<file path="config.mk">
export PLATFORM = sky130hd
export DESIGN_NAME = uart_rx_frontend
export DESIGN_NICKNAME = d
export VERILOG_FILES = /design/src/rtl/uart_pkg.sv /design/src/rtl/uart_baud_tick.sv /design/src/rtl/uart_rx_frontend.sv
export SDC_FILE = /design/constraint.sdc
export NUM_CORES = 1
export LEC_CHECK = 0
export CORE_MARGIN = 4
export CORE_UTILIZATION = 30
export DETAILED_ROUTE_END_ITERATION = 8
export HOLD_SLACK_MARGIN = 0.06
export SLEW_MARGIN = 0
export SYNTH_ARGS = -nofsm -noshare
export SYNTH_HDL_FRONTEND = slang
export SYNTH_SLANG_ARGS = --single-unit
</file>
<file path="constraint.sdc">
create_clock -name clk -period 7 [get_ports clk]
set_clock_uncertainty 0.1 [all_clocks]
set_input_delay 1.05 -clock clk [delete_from_list [all_inputs] [get_ports clk]]
set_output_delay 1.05 -clock clk [all_outputs]
set_load 0.01 [all_outputs]
</file>
<file path="src/rtl/uart_pkg.sv">
// ============================================================================
// Module  : uart_pkg
// Brief   : Shared types, widths and divider helper for the UART blocks.
// Revision: 1.0 - initial release
// ============================================================================
`default_nettype none

package uart_pkg;

  localparam int UART_DATA_W = 8;

  typedef enum logic [2:0] {
    IDLE    = 3'd0,
    START   = 3'd1,
    DATA    = 3'd2,
    PARITY  = 3'd3,
    STOP    = 3'd4,
    RECOVER = 3'd5
  } rx_state_t;

  // Truncating divide: system clocks per oversample tick.
  function automatic int calc_div(input int clk_freq, input int baud, input int os);
    return clk_freq / (baud * os);
  endfunction

endpackage

`default_nettype wire

</file>
<file path="src/rtl/uart_baud_tick.sv">
// ============================================================================
// Module  : uart_baud_tick
// Brief   : Free-running oversample tick divider with synchronous phase clear.
// Revision: 1.0 - initial release
// ============================================================================
`default_nettype none

module uart_baud_tick #(
  parameter int DIV = 651
) (
  input  logic clk,
  input  logic rst,
  input  logic clear,
  output logic tick
);

  localparam int CW = (DIV > 1) ? $clog2(DIV) : 1;
  localparam logic [CW-1:0] LAST = CW'(DIV - 1);

  logic [CW-1:0] cnt;

  assign tick = (cnt == LAST);

  always_ff @(posedge clk or negedge rst) begin
    if (!rst) begin
      cnt <= '0;
    end else if (clear || tick) begin
      cnt <= '0;
    end else begin
      cnt <= cnt + 1'b1;
    end
  end

endmodule

`default_nettype wire

</file>
<file path="src/rtl/uart_rx_frontend.sv">
// ============================================================================
// Module  : uart_rx_frontend
// Brief   : Oversampled 8N1 UART receiver with start-bit validation.
//           Optional even-parity bit when UART_RX_PARITY_EN is defined.
// Revision: 1.0 - initial release
// ============================================================================
`default_nettype none

module uart_rx_frontend
  import uart_pkg::*;
#(
  parameter int CLK_FREQ   = 100_000_000,
  parameter int BAUD       = 9600,
  parameter int OVERSAMPLE = 16
) (
  input  logic                   clk,
  input  logic                   rst,
  input  logic                   rxd,
  output logic [UART_DATA_W-1:0] data,
  output logic                   data_valid,
  output logic                   frame_err,
`ifdef UART_RX_PARITY_EN
  output logic                   parity_err,
`endif
  output logic                   busy
);

  localparam int DIV = calc_div(CLK_FREQ, BAUD, OVERSAMPLE);
  localparam int SW  = $clog2(OVERSAMPLE);
  localparam int BW  = $clog2(UART_DATA_W);
  localparam logic [SW-1:0] S_HALF = SW'(OVERSAMPLE / 2 - 1);
  localparam logic [SW-1:0] S_LAST = SW'(OVERSAMPLE - 1);
  localparam logic [BW-1:0] B_LAST = BW'(UART_DATA_W - 1);

  logic sync1;
  logic sync2;
  logic rx_prev;
  logic rx_s;

  rx_state_t state;
  rx_state_t next_state;

  logic [SW-1:0]          scnt;
  logic [BW-1:0]          bit_cnt;
  logic [UART_DATA_W-1:0] shift;

  logic tick;
  logic start_edge;
  logic scnt_clr;
  logic scnt_inc;
  logic shift_en;
  logic load;
  logic ferr;

`ifdef UART_RX_PARITY_EN
  logic par_bit;
  logic par_cap;
  logic perr;
  logic par_bad;
  assign par_bad = ^{shift, par_bit};
`endif

  // rxd is asynchronous; sync and edge-history flops idle high like the line.
  always_ff @(posedge clk or negedge rst) begin
    if (!rst) begin
      sync1   <= 1'b1;
      sync2   <= 1'b1;
      rx_prev <= 1'b1;
    end else begin
      sync1   <= rxd;
      sync2   <= sync1;
      rx_prev <= sync2;
    end
  end

  assign rx_s       = sync2;
  assign start_edge = (state == IDLE) && rx_prev && !rx_s;
  assign busy       = (state != IDLE);

  uart_baud_tick #(
    .DIV (DIV)
  ) u_baud_tick (
    .clk   (clk),
    .rst   (rst),
    .clear (start_edge),
    .tick  (tick)
  );

  always_ff @(posedge clk or negedge rst) begin
    if (!rst) begin
      state <= IDLE;
    end else begin
      state <= next_state;
    end
  end

  always_comb begin
    next_state = state;
    scnt_clr   = 1'b0;
    scnt_inc   = 1'b0;
    shift_en   = 1'b0;
    load       = 1'b0;
    ferr       = 1'b0;
`ifdef UART_RX_PARITY_EN
    par_cap    = 1'b0;
    perr       = 1'b0;
`endif
    case (state)
      IDLE: begin
        if (start_edge) begin
          next_state = START;
        end
      end
      START: begin
        if (tick) begin
          if (scnt == S_HALF) begin
            scnt_clr   = 1'b1;
            next_state = rx_s ? IDLE : DATA;
          end else begin
            scnt_inc = 1'b1;
          end
        end
      end
      DATA: begin
        if (tick) begin
          if (scnt == S_LAST) begin
            scnt_clr = 1'b1;
            shift_en = 1'b1;
            if (bit_cnt == B_LAST) begin
`ifdef UART_RX_PARITY_EN
              next_state = PARITY;
`else
              next_state = STOP;
`endif
            end
          end else begin
            scnt_inc = 1'b1;
          end
        end
      end
`ifdef UART_RX_PARITY_EN
      PARITY: begin
        if (tick) begin
          if (scnt == S_LAST) begin
            scnt_clr   = 1'b1;
            par_cap    = 1'b1;
            next_state = STOP;
          end else begin
            scnt_inc = 1'b1;
          end
        end
      end
`endif
      STOP: begin
        if (tick) begin
          if (scnt == S_LAST) begin
            scnt_clr = 1'b1;
            if (rx_s) begin
`ifdef UART_RX_PARITY_EN
              perr = par_bad;
              load = !par_bad;
`else
              load = 1'b1;
`endif
              next_state = IDLE;
            end else begin
              // A bad stop bit outranks a parity mismatch.
              ferr       = 1'b1;
              next_state = RECOVER;
            end
          end else begin
            scnt_inc = 1'b1;
          end
        end
      end
      RECOVER: begin
        if (rx_s) begin
          next_state = IDLE;
        end
      end
      default: begin
        next_state = IDLE;
      end
    endcase
  end

  always_ff @(posedge clk or negedge rst) begin
    if (!rst) begin
      scnt    <= '0;
      bit_cnt <= '0;
      shift   <= '0;
    end else begin
      if (start_edge || scnt_clr) begin
        scnt <= '0;
      end else if (scnt_inc) begin
        scnt <= scnt + 1'b1;
      end

      if (start_edge) begin
        bit_cnt <= '0;
      end else if (shift_en) begin
        bit_cnt <= bit_cnt + 1'b1;
      end

      if (shift_en) begin
        shift <= {rx_s, shift[UART_DATA_W-1:1]};
      end
    end
  end

`ifdef UART_RX_PARITY_EN
  always_ff @(posedge clk or negedge rst) begin
    if (!rst) begin
      par_bit    <= 1'b0;
      parity_err <= 1'b0;
    end else begin
      if (par_cap) begin
        par_bit <= rx_s;
      end
      parity_err <= perr;
    end
  end
`endif

  always_ff @(posedge clk or negedge rst) begin
    if (!rst) begin
      data       <= '0;
      data_valid <= 1'b0;
      frame_err  <= 1'b0;
    end else begin
      data_valid <= load;
      frame_err  <= ferr;
      if (load) begin
        data <= shift;
      end
    end
  end

endmodule

`default_nettype wire

</file>
# Word level (Yosys, flattened, before mapping)

Cells that the tools add are included.
W data, S select, Z words.

Logic and storage cells: 78
Output and inout port bits: 11
Register bits: 41
Bits of input ports: 3

Mux-type cells: 36
Add/sub/neg operators: 3
Equal/unequal tests: 17
Reductions and logical operators: 11

Operators by type and width:

| kind                    | count |
|---|---|
| $mux W3                 | 12 |
| $mux W1                 | 17 |
| $pmux W3 S5             | 1 |
| $ne A2 B2 Y1 const B    | 6 |
| $add A10 B1 Y10 const B | 1 |
| $eq A10 B10 Y1 const B  | 1 |
| $mux W10                | 1 |
| $eq A3 B3 Y1 const B    | 3 |
| $reduce_and A9 Y1       | 1 |
| $mux W4                 | 2 |
| $ne A2 B1 Y1 const B    | 3 |
| $add A4 B1 Y4 const B   | 1 |
| $eq A4 B3 Y1 const B    | 1 |
| $eq A4 B4 Y1 const B    | 1 |
| $pmux W1 S2             | 2 |
| $reduce_bool A2 Y1      | 2 |
| $add A3 B1 Y3 const B   | 1 |
| $eq A3 B1 Y1 const B    | 1 |
| $eq A3 B2 Y1 const B    | 1 |
| $logic_not A3 Y1        | 1 |
| $reduce_bool A3 Y1      | 1 |
| $logic_and A1 B1 Y1     | 2 |
| $logic_or A1 B1 Y1      | 2 |
| $mux W2                 | 1 |
| other kinds (2)         | 2 |

# Depth between registers and ports, before layout

Gate-level depths: netlist (run 1).

Depth after elaboration: 6
Depth in mapped cells: 8
Mapped depth without buffers: 7

# Cells and area by module

Synthesis (run 1) repeated with hierarchy kept, for this count alone.

Cells, all modules: 167
Area, all modules: 1971.9 um2

By module, submodules not included:

| module           | instances | sequential area each (um2) | area an instance (um2) | cells each |
|---|---|---|---|---|
| uart_rx_frontend | 1         | 779.5                      | 1458.9                 | 116 |
| uart_baud_tick   | 1         | 250.2                      | 513.0                  | 51 |

# Least setup slack after synthesis (run 1)

Ideal clock, no wire load.

Path type: register to register
Start: reg u_baud_tick.cnt[5]
End: reg shift[0]
Slack: 4483 ps
Period minus slack after synthesis: 2517 ps
Setup time: 125 ps
Data required time: 6775 ps
Arrival: 2292 ps
Cell stages (with the launch flop): 6
Path through: dfrtp_1 -> or4_1 -> or4_4 -> nor4_4 -> buf_4 -> mux2_2

Cells in the longest elaborated chain, start to end: 3

Ends and longest elaborated chain:

| item                     | line                    | source |
|---|---|---|
| start: declaration       | uart_baud_tick.sv:20    | `logic [CW-1:0] cnt;` |
| start signal: assignment | uart_baud_tick.sv:30    | `cnt <= cnt + 1'b1;` |
| $eq A10 B10 Y1           | uart_baud_tick.sv:22    | `assign tick = (cnt == LAST);` |
| $mux W1                  | uart_rx_frontend.sv:125 | `if (tick) begin` |
| $mux W1                  | uart_rx_frontend.sv:108 | `case (state)` |
| end signal: assignment   | uart_rx_frontend.sv:206 | `shift <= {rx_s, shift[UART_DATA_W-1:1]};` |
| end: declaration         | uart_rx_frontend.sv:45  | `logic [UART_DATA_W-1:0] shift;` |

Every way passes these cells.
A chain may end at the register's enable or synchronous reset.

# Worst setup path after layout (run 1)

Start: reg state[0]
End: out busy

Cells in the longest elaborated chain, start to end: 1

Ends and longest elaborated chain:

| item                     | line                   | source |
|---|---|---|
| start: declaration       | uart_rx_frontend.sv:40 | `rx_state_t state;` |
| start signal: assignment | uart_rx_frontend.sv:93 | `state <= next_state;` |
| $reduce_bool A3 Y1       | uart_rx_frontend.sv:78 | `assign busy = (state != IDLE);` |
| end: declaration         | uart_rx_frontend.sv:25 | `output logic busy` |

Every way passes these cells.

==> results.py, run 1 <==
metrics = {
    "run_status": {
        "outcome": "finished, final reports clean",
    },
    "worst_setup_path": {
        "startpoint_type": "flop",
        "startpoint": "state[0]$_DFFE_PN0P_",
        "crit_type": "flop to output port",
        "slowest_stage": "dfrtp_1",
        "path_depth": 2,
        "worstPathMaxFanout": 17,
        "slowest_delay_ps": 580,
        "endpoint": "busy",
        "crit_chain": "or3_1 -> clkdlybuf4s50_1",
        "critical_path.top_delay_family": "flip-flops",
        "crit_buf_inv": 1,
        "reg2reg_slack_ps": 4180,
        "cp_data_required_time_ps": 5850,
        "cp-end-kind": "output port",
        "reg2reg_to": "shift[4]$_DFFE_PN0P_",
        "r2r_start": "u_baud_tick.cnt[5]$_DFF_PN0_",
        "reg2regPathDepth": 4,
        "crit_arrival_ps": 1950,
    },
    "synthesis": {
        "yosys.area_share.adder_pct": 3.22,
        "yosys.area_share.simple_pct": 17.8,
        "synth-edff-count": 0,
        "synth_seq_area_share_pct": 53.1,
        "synth_cell_types": 39,
        "synth_top_family_by_area": "simple AND/OR/NAND/NOR gates",
        "yosys_warnings": 0,
        "synth_seq_cells": 41,
        "avgSynthCellArea_sq_um": 11.5,
        "netlist_instances": 169,
        "async_reset_ff_share_pct": 100,
        "synth_nets": 177,
        "syn_area_sq_um": 1940,
        "synth_compound_gate_area_share_pct": 5.87,
        "synthXorXnorAreaFrac_pct": 5.87,
        "muxShareOfSynthArea_pct": 12.0,
        "synth-main-ff-cell": "dfrtp_1",
    },
    "timing": {
        "worst_slew_pin_slew_ps": 891,
        "rsz0062_at_grt": "false",
        "maxSlewViolCount": 0,
        "setup_violations": 0,
        "finalSetupTns_ps": 0,
        "hold_violations": 0,
        "max-slew-margin-rel_pct": 40.6,
        "period_needed_ps": 3100,
        "fmax_ghz": 0.323,
        "period_share_pct": 44.2,
    },
    "grt": {
        "grt_max_degree": 42,
        "grtUsageMet3_pct": 3.07,
        "top_usage_layer": "met2",
        "met1_usage_pct": 11.5,
        "use_met2_pct": 14.7,
        "grt_use_total_pct": 9.19,
        "grt.overflow.total": 0,
        "grt_pass1_wl_mm": 5.69,
        "antenna_found_initial": 0,
        "grt_pass1_vias": 1251,
    },
    "clock_tree": {
        "hold_buffers": 0,
        "tritoncts": "yes",
        "cts-root-buf": "clkbuf_8",
        "clock_latency_ps": 290,
        "postCtsSetupBuffers": 0,
        "cts_max_level": 2,
        "clk_pin_slew_ps": 80,
        "clkSinkCount": 41,
        "cts_made_buffers": 5,
        "ctsLongestPathBuffers": 2,
        "cts_resized": 0,
    },
    "floorplan": {
        "die_h_um": 88.4,
        "rows": 29,
        "core_area_sq_um": 6310,
        "die_area_sq_um": 7820,
        "dieWidth_um": 88.4,
        "start_util_pct": 30.7,
        "io_pins": 14,
    },
    "power_and_ir_drop": {
        "leakage_nw": 1.07,
        "power_w": 0.000704,
        "peakVddDrop_mv": 0.194,
        "power_density_nw_per_um2": 311,
    },
    "routing": {
        "wire_per_inst_um": 11.9,
        "vias": 1224,
        "antenna_left": 0,
        "drt_pass1_iterations": 6,
        "drt_drc_violations_left": 0,
        "wl_mm": 3.09,
        "drtIter0Drc": 103,
        "viasPerCell": 4.71,
    },
    "flow_run": {
        "max_cap_viol_count": 0,
    },
    "final_layout": {
        "syn2layout_area_growth_pct": 16.9,
        "utilization_pct": 35.9,
        "fin_nets": 190,
        "drive_gt1_share_pct": 19.7,
        "antennaDiodeCount": 0,
        "design_area_sq_um": 2270,
    },
    "hold_path": {
        "hold_path_class": "flop to flop",
    },
    "place": {
        "place_area_sq_um": 2130,
        "gp_congestion": 0.817,
        "hpwl_mm": 2.14,
        "io_buffer_count": 13,
    },
}
==> kinds of logic after synthesis <==
family	Yosys count
compound gates	16
xor+xnor	13
fa+ha+maj	5
buf+inv	10
flops	41
mux	21
simple gates	63
==> stage by stage <==
stage | hold slack (ps) | instances | worst slack, ps
finish | 261 | 260 | 3900
global route | 271 | 260 | 3810
CTS | 261 | 260 | 3890
detailed placement | 249 | 252 | 4140
global placement | 246 | 252 | 4160
floorplan | 245 | 169 | 4480
==> per-layer routing <==
metal  share of wire, %  up-vias
li1                   -      610
met1                 47      594
met2                 48       15
met3                3.4        5
met4                1.1        0
met5                  0        -
==> cells in the final DEF (no fill, tap or decap), drive strengths merged, types with 2 or more instances in the layout <==
cell type / instances
or4: 2
nor4: 3
inv: 4
nand4: 3
clkdlybuf4s50: 12
o21ai: 5
dfrtp: 38
bufinv: 2
mux2: 18
xor2: 6
nand2b: 5
ha: 5
and3: 6
nor2: 24
nand3: 3
dfstp: 3
nand2: 13
mux2i: 3
clkbuf: 5
xnor2: 7
==> final cells by class <==
| cell class | instances | area, sq um |
|---|---|---|
| Fill cell | 621 | 4050 |
| Sequential cell | 41 | 1030 |
| Multi-Input combinational cell | 118 | 868 |
| Timing Repair Buffer | 13 | 125 |
| Tap cell | 77 | 96.3 |
| Clock buffer | 5 | 68.8 |
| Clock inverter | 3 | 68.8 |
| Inverter | 3 | 11.3 |
==> sequential cells by signal, indices dropped and copies added, names as in the netlist <==
register	count
u_baud_tick.cnt	10
data	8
shift	8
scnt	4
bit_cnt	3
state	3
data_valid	1
frame_err	1
rx_prev	1
rx_s	1
sync1	1
==> report_power, final <==
part / switching (W) / internal, W / total (W)
clock: 0.0000844 / 0.000144 / 0.000228
sequential: 0.0000493 / 0.000262 / 0.000312
combinational: 0.0000850 / 0.0000796 / 0.000165
total: 0.000219 / 0.000486 / 0.000704
==> cell usage after synthesis (2+ instances only) <==
| cell type | n | area [sq um] |
|---|---|---|
| o21ai_0 | 4 | 20.0 |
| mux2_2 | 18 | 203 |
| xor2_1 | 6 | 52.6 |
| nand4_1 | 3 | 18.8 |
| ha_1 | 5 | 62.6 |
| inv_1 | 3 | 11.3 |
| nand2_1 | 12 | 45.0 |
| xnor2_1 | 7 | 61.3 |
| and3_1 | 6 | 37.5 |
| nor2_1 | 24 | 90.1 |
| nor4_4 | 2 | 42.5 |
| clkbuf_1 | 5 | 18.8 |
| dfrtp_1 | 38 | 951 |
| nand2b_1 | 5 | 31.3 |
| nand3_1 | 3 | 15.0 |
| mux2i_1 | 3 | 30.0 |
| dfstp_2 | 3 | 78.8 |
==> worst min path at each step <==
stage | startpoint | to | depth (start not counted)
after global routing | sync1$_DFF_PN1_ | rx_s$_DFF_PN1_ | 0
after global placement | sync1$_DFF_PN1_ | rx_s$_DFF_PN1_ | 0
after detailed placement | sync1$_DFF_PN1_ | rx_s$_DFF_PN1_ | 0
after CTS | sync1$_DFF_PN1_ | rx_s$_DFF_PN1_ | 0
after floorplan | sync1$_DFF_PN1_ | rx_s$_DFF_PN1_ | 0
final | sync1$_DFF_PN1_ | rx_s$_DFF_PN1_ | 0
No activity file was read; power rests on OpenSTA's default activity.
==> run 2: changes to the inputs <==
- clock period: 7 -> 3.17 ns (I/O delays scaled with it)
==> run 2 against run 1 <==
Cell area down 0.61%; final cell count up 0.38%; via count down 0.98%; sequential cell count unchanged; global-route usage down 0.12 points; count of clock-buffer cells in the layout up 2; wire length up 0.84%; non-clock buffer count up 1; worst setup slack worse by 3300 ps.
==> results.py, run 2 (synthesis results as in run 1) <==
metrics = {
    "timing": {
        "rsz0062_at_grt": "false",
        "setup_violations": 0,
        "hold_violations": 0,
        "fmax_ghz": 0.387,
        "period_needed_ps": 2590,
        "finalSetupTns_ps": 0,
        "max-slew-margin-rel_pct": 40.7,
        "worst_slew_pin_slew_ps": 889,
        "maxSlewViolCount": 0,
        "period_share_pct": 81.6,
    },
    "final_layout": {
        "antennaDiodeCount": 0,
        "largest_reg_flops": 10,
        "final_cell_mix": "38 x dfrtp_1, 24 x nor2_1, 18 x mux2_2",
        "reg_top3": "u_baud_tick.cnt x10, data x8, shift x8",
        "regMostFlops": "u_baud_tick.cnt",
        "drive_gt1_share_pct": 19.6,
        "syn2layout_area_growth_pct": 16.2,
        "layout_commonest_cell": "dfrtp_1",
        "fin_nets": 191,
    },
    "power_and_ir_drop": {
        "power_w": 0.00148,
        "leakage_nw": 1.06,
        "power_density_nw_per_um2": 656,
        "peakVddDrop_mv": 0.341,
    },
    "worst_setup_path": {
        "cp_data_required_time_ps": 3240,
        "crit_chain": "or4_1 -> or4_4 -> nor4_4 -> buf_4 -> mux2_2",
        "crit_arrival_ps": 2660,
        "reg2reg_slack_ps": 580,
        "slowest_stage": "or4_1",
        "cp-end-kind": "flop",
        "slowest_delay_ps": 560,
        "worstPathMaxFanout": 11,
        "crit_type": "flop to flop",
        "startpoint_type": "flop",
    },
    "floorplan": {
        "start_util_pct": 30.7,
        "dieWidth_um": 88.4,
        "core_area_sq_um": 6310,
        "die_h_um": 88.4,
        "io_pins": 14,
        "rows": 29,
        "die_area_sq_um": 7820,
    },
    "clock_tree": {
        "cts-root-buf": "clkbuf_8",
        "clk_pin_slew_ps": 70,
        "cts_made_buffers": 5,
        "tritoncts": "yes",
        "clock_latency_ps": 280,
        "postCtsSetupBuffers": 0,
        "clkSinkCount": 41,
        "ctsLongestPathBuffers": 2,
        "hold_buffers": 0,
        "cts_resized": 0,
        "cts_max_level": 2,
    },
    "grt": {
        "grt_max_degree": 42,
        "grt_use_total_pct": 9.07,
        "grt.overflow.total": 0,
        "antenna_found_initial": 0,
        "grt_pass1_wl_mm": 5.59,
        "grt_pass1_vias": 1186,
    },
    "routing": {
        "wire_per_inst_um": 11.9,
        "antenna_left": 0,
        "wl_mm": 3.11,
        "drt_drc_violations_left": 0,
        "drtIter0Drc": 61,
        "drt_pass1_iterations": 4,
        "viasPerCell": 4.64,
        "vias": 1212,
    },
    "place": {
        "io_buffer_count": 13,
        "gp_congestion": 0.764,
        "hpwl_mm": 2.15,
    },
    "hold_path": {
        "hold_path_class": "primary input to async pin",
    },
    "run_status": {
        "outcome": "finished, final reports clean",
    },
    "flow_run": {
        "max_cap_viol_count": 0,
    },
}
==> run 2: routing by layer <==
metal	GRT usage (%)	wire (um)	vias to the layer above
met5	0	0	-
met4	3.71	35	0
met3	2.33	74	5
met2	13.4	1410	10
met1	12.7	1600	586
li1	-	-	611
==> run 2: cell type report <==
| class | instances | area [sq um] |
|---|---|---|
| clock inverter | 1 | 30.0 |
| clock buffer | 7 | 86.3 |
| inverter | 3 | 11.3 |
| timing repair buffer | 14 | 133 |
| sequential | 41 | 1030 |
| fill | 649 | 4060 |
| multi-input combinational | 118 | 868 |
| tap | 77 | 96.3 |
==> run 2: path summary, 6_finish.rpt <==
kind,startpoint,to,cells past startpoint
setup / recovery,u_baud_tick.cnt[5]$_DFF_PN0_,shift[2]$_DFFE_PN0P_,5
hold / removal,rst,u_baud_tick.cnt[0]$_DFF_PN0_,1
setup reg to reg,u_baud_tick.cnt[5]$_DFF_PN0_,shift[2]$_DFFE_PN0P_,5
hold reg to reg,sync1$_DFF_PN1_,rx_s$_DFF_PN1_,0
max in group asynchronous,rst,shift[1]$_DFFE_PN0P_,1
min in group clk,sync1$_DFF_PN1_,rx_s$_DFF_PN1_,0
==> run 2: where the power goes <==
group	total (W)	internal [W]	switching [W]
clock network	0.000425	0.000257	0.000168
registers	0.000691	0.000580	0.000111
logic	0.000363	0.000175	0.000188
==> run 2: critical path, delay by kind of cell, from the launching register on <==
| kind | cells | cell delay (ps) |
|---|---|---|
| AND/OR/NAND/NOR | 3 | 1370 |
| flip-flops | 1 | 410 |
| buffers and inverters | 1 | 240 |
| multiplexers | 1 | 350 |
==> run 2: metrics by stage <==
| stage | hold WS (ps) | cells | util (%) | cell area (sq um) | setup slack, ps |
|---|---|---|---|---|---|
| final | 200 | 261 | 35.7 | 2250 | 584 |
| after global routing | 272 | 261 | 35.7 | 2250 | 478 |
| after detailed placement | 247 | 253 | 33.9 | 2140 | 592 |
| after global placement | 246 | 253 | 33.9 | 2140 | 619 |
| after CTS | 248 | 261 | 35.7 | 2250 | 579 |
| after floorplan | 79.9 | 169 | - | 1940 | 653 |
==> run 3: changes to the inputs <==
- clock period: 3.17 -> 2.1 ns (I/O delays scaled with it)
==> run 3 against run 2 <==
Critical endpoint is now data[3]$_DFFE_PN0P_; power increased by 61%; cell area increased by 11%; the run now ends with negative setup slack left; non-clock buffer count increased by 24; largest cell class unchanged; utilization increased by 4.1 points.
==> results.py, run 3 (synthesis results as in run 1) <==
metrics = {
    "power_and_ir_drop": {
        "comb_power_share_pct": 37.6,
        "switching_share_pct": 34.8,
        "p_switching_w": 0.000830,
        "leakage_nw": 1.20,
        "seqPwrFrac_pct": 40.9,
        "pwr-share-clk_pct": 21.5,
        "peakVddDrop_mv": 0.633,
        "power_density_nw_per_um2": 951,
        "p_int_w": 0.00156,
    },
    "floorplan": {
        "start_util_pct": 30.7,
        "die_area_sq_um": 7820,
        "io_pins": 14,
        "die_h_um": 88.4,
        "rows": 29,
        "core_area_sq_um": 6310,
        "dieWidth_um": 88.4,
    },
    "worst_setup_path": {
        "cp-end-kind": "flop",
        "startpoint_type": "flop",
        "worstPathMaxFanout": 5,
        "cp_data_required_time_ps": 2180,
        "crit_type": "flop to flop",
        "crit_arrival_ps": 2400,
    },
    "place": {
        "gp_congestion": 0.791,
        "hpwl_mm": 2.59,
        "io_buffer_count": 13,
    },
    "timing": {
        "period_needed_ps": 2310,
        "period_share_pct": 110,
        "maxSlewViolCount": 0,
        "hold_ws_ps": 258,
        "finalSetupTns_ps": -3920,
        "rsz0062_at_grt": "true",
        "setup_violations": 23,
        "hold_violations": 0,
        "fin_ws_ps": -211,
        "worst_slew_pin_slew_ps": 547,
        "max-slew-margin-rel_pct": 63.5,
        "fmax_ghz": 0.433,
    },
    "final_layout": {
        "regMostFlops": "u_baud_tick.cnt",
        "final_cell_mix": "35 x dfrtp_1, 24 x nor2_1, 20 x buf_4",
        "drive_gt1_share_pct": 33.0,
        "utilization_pct": 39.8,
        "largest_reg_flops": 10,
        "antennaDiodeCount": 0,
        "layout_commonest_cell": "dfrtp_1",
        "syn2layout_area_growth_pct": 29.4,
        "n_fill_cell": 607,
        "fin_nets": 216,
        "reg_top3": "u_baud_tick.cnt x10, data x8, shift x8",
    },
    "run_status": {
        "violations": "negative setup slack",
        "outcome": "finished, violations left",
    },
    "clock_tree": {
        "cts_max_level": 2,
        "clkSinkCount": 41,
        "clk_pin_slew_ps": 80,
        "cts-root-buf": "clkbuf_8",
        "clock_latency_ps": 300,
        "tritoncts": "yes",
        "cts_made_buffers": 5,
        "ctsLongestPathBuffers": 2,
    },
    "hold_path": {
        "hold_path_class": "flop to flop",
    },
    "routing": {
        "drt_drc_violations_left": 0,
        "wl_mm": 3.80,
        "viasPerCell": 4.67,
        "drt_pass1_iterations": 4,
        "vias": 1337,
        "drtIter0Drc": 42,
        "wire_per_inst_um": 13.3,
        "antenna_left": 0,
    },
    "grt": {
        "grt_max_degree": 26,
        "antenna_found_initial": 0,
        "grt_pass1_wl_mm": 6.35,
        "grt.overflow.total": 0,
        "grt_pass1_vias": 1321,
        "grt_use_total_pct": 10.6,
    },
    "flow_run": {
        "max_cap_viol_count": 0,
    },
}
-- run 3: cell types whose count changed in the layout (fill, tap and decap cells not counted), sizes merged --
cell	change
buf	+23
clkbuf	-2
clkinv	+2
bufinv	-1
clkdlybuf4s50	-1
clkinvlp	+1
dlygate4sd2	+1
dlygate4sd3	+1
nand2	+1
-- run 3: power groups by stage --
stage	combinational, W	sequential (W)	clock [W]
global route	0.000993	0.000988	0.000568
CTS	0.000881	0.000974	0.000533
finish	0.000897	0.000975	0.000514
detailed placement	0.000761	0.000997	0
floorplan	0.000508	0.000966	0
global placement	0.000746	0.000990	0
-- run 3: worst paths after layout --
check / cells past startpoint / start / slack [ps] / end
setup / recovery: 6 / u_baud_tick.cnt[8]$_DFF_PN0_ / -210 / data[3]$_DFFE_PN0P_
hold / removal: 0 / sync1$_DFF_PN1_ / 260 / rx_s$_DFF_PN1_
setup reg to reg: 6 / u_baud_tick.cnt[8]$_DFF_PN0_ / -210 / data[3]$_DFFE_PN0P_
hold reg to reg: 0 / sync1$_DFF_PN1_ / 260 / rx_s$_DFF_PN1_
max in group asynchronous: 3 / rst / 830 / rx_prev$_DFF_PN1_
min in group asynchronous: 2 / rst / 430 / data[0]$_DFFE_PN0P_
-- run 3: area by class of cell --
cell class	count	area, sq um	area share (%)
Clock buffer	5	68.8	2.74
Clock inverter	3	17.5	0.698
Inverter	3	11.3	0.448
Multi-Input combinational cell	119	946	37.7
Sequential cell	41	1030	41.2
Tap cell	77	96.3	3.84
Timing Repair Buffer	38	338	13.5
-- run 3: timing repair --
action	in CTS	in global routing
hold buffers	1	0
cloned	1	1
endpoints found under the setup margin	29	37
gates resized for setup	11	7
pin swaps	1	0
buffers inserted	4	1
endpoints found under the hold margin	21	0
-- run 3: worst max-delay path, cell delays in order, from the launching register on --
cell	delay, ps
dfrtp_1	390
or4_4	540
or4_4	470
nor4_4	150
buf_4	190
nand2_4	80
mux2_2	290
-- run 3: per-layer routing --
layer | GRT usage (%) | share of wire [%]
met5 | 0 | 0
met1 | 14.1 | 49
met4 | 3.71 | 1.6
met2 | 16.5 | 46
met3 | 3.07 | 2.8
-- run 3: per-stage QoR --
| stage | instances | instance area (sq um) | setup slack (ps) | total power [W] |
|---|---|---|---|---|
| after floorplan | 169 | 1970 | -179 | 0.00147 |
| after global placement | 270 | 2300 | -208 | 0.00174 |
| after detailed placement | 270 | 2300 | -234 | 0.00176 |
| after CTS | 284 | 2480 | -222 | 0.00239 |
| after global routing | 286 | 2510 | -267 | 0.00255 |
| final | 286 | 2510 | -211 | 0.00239 |
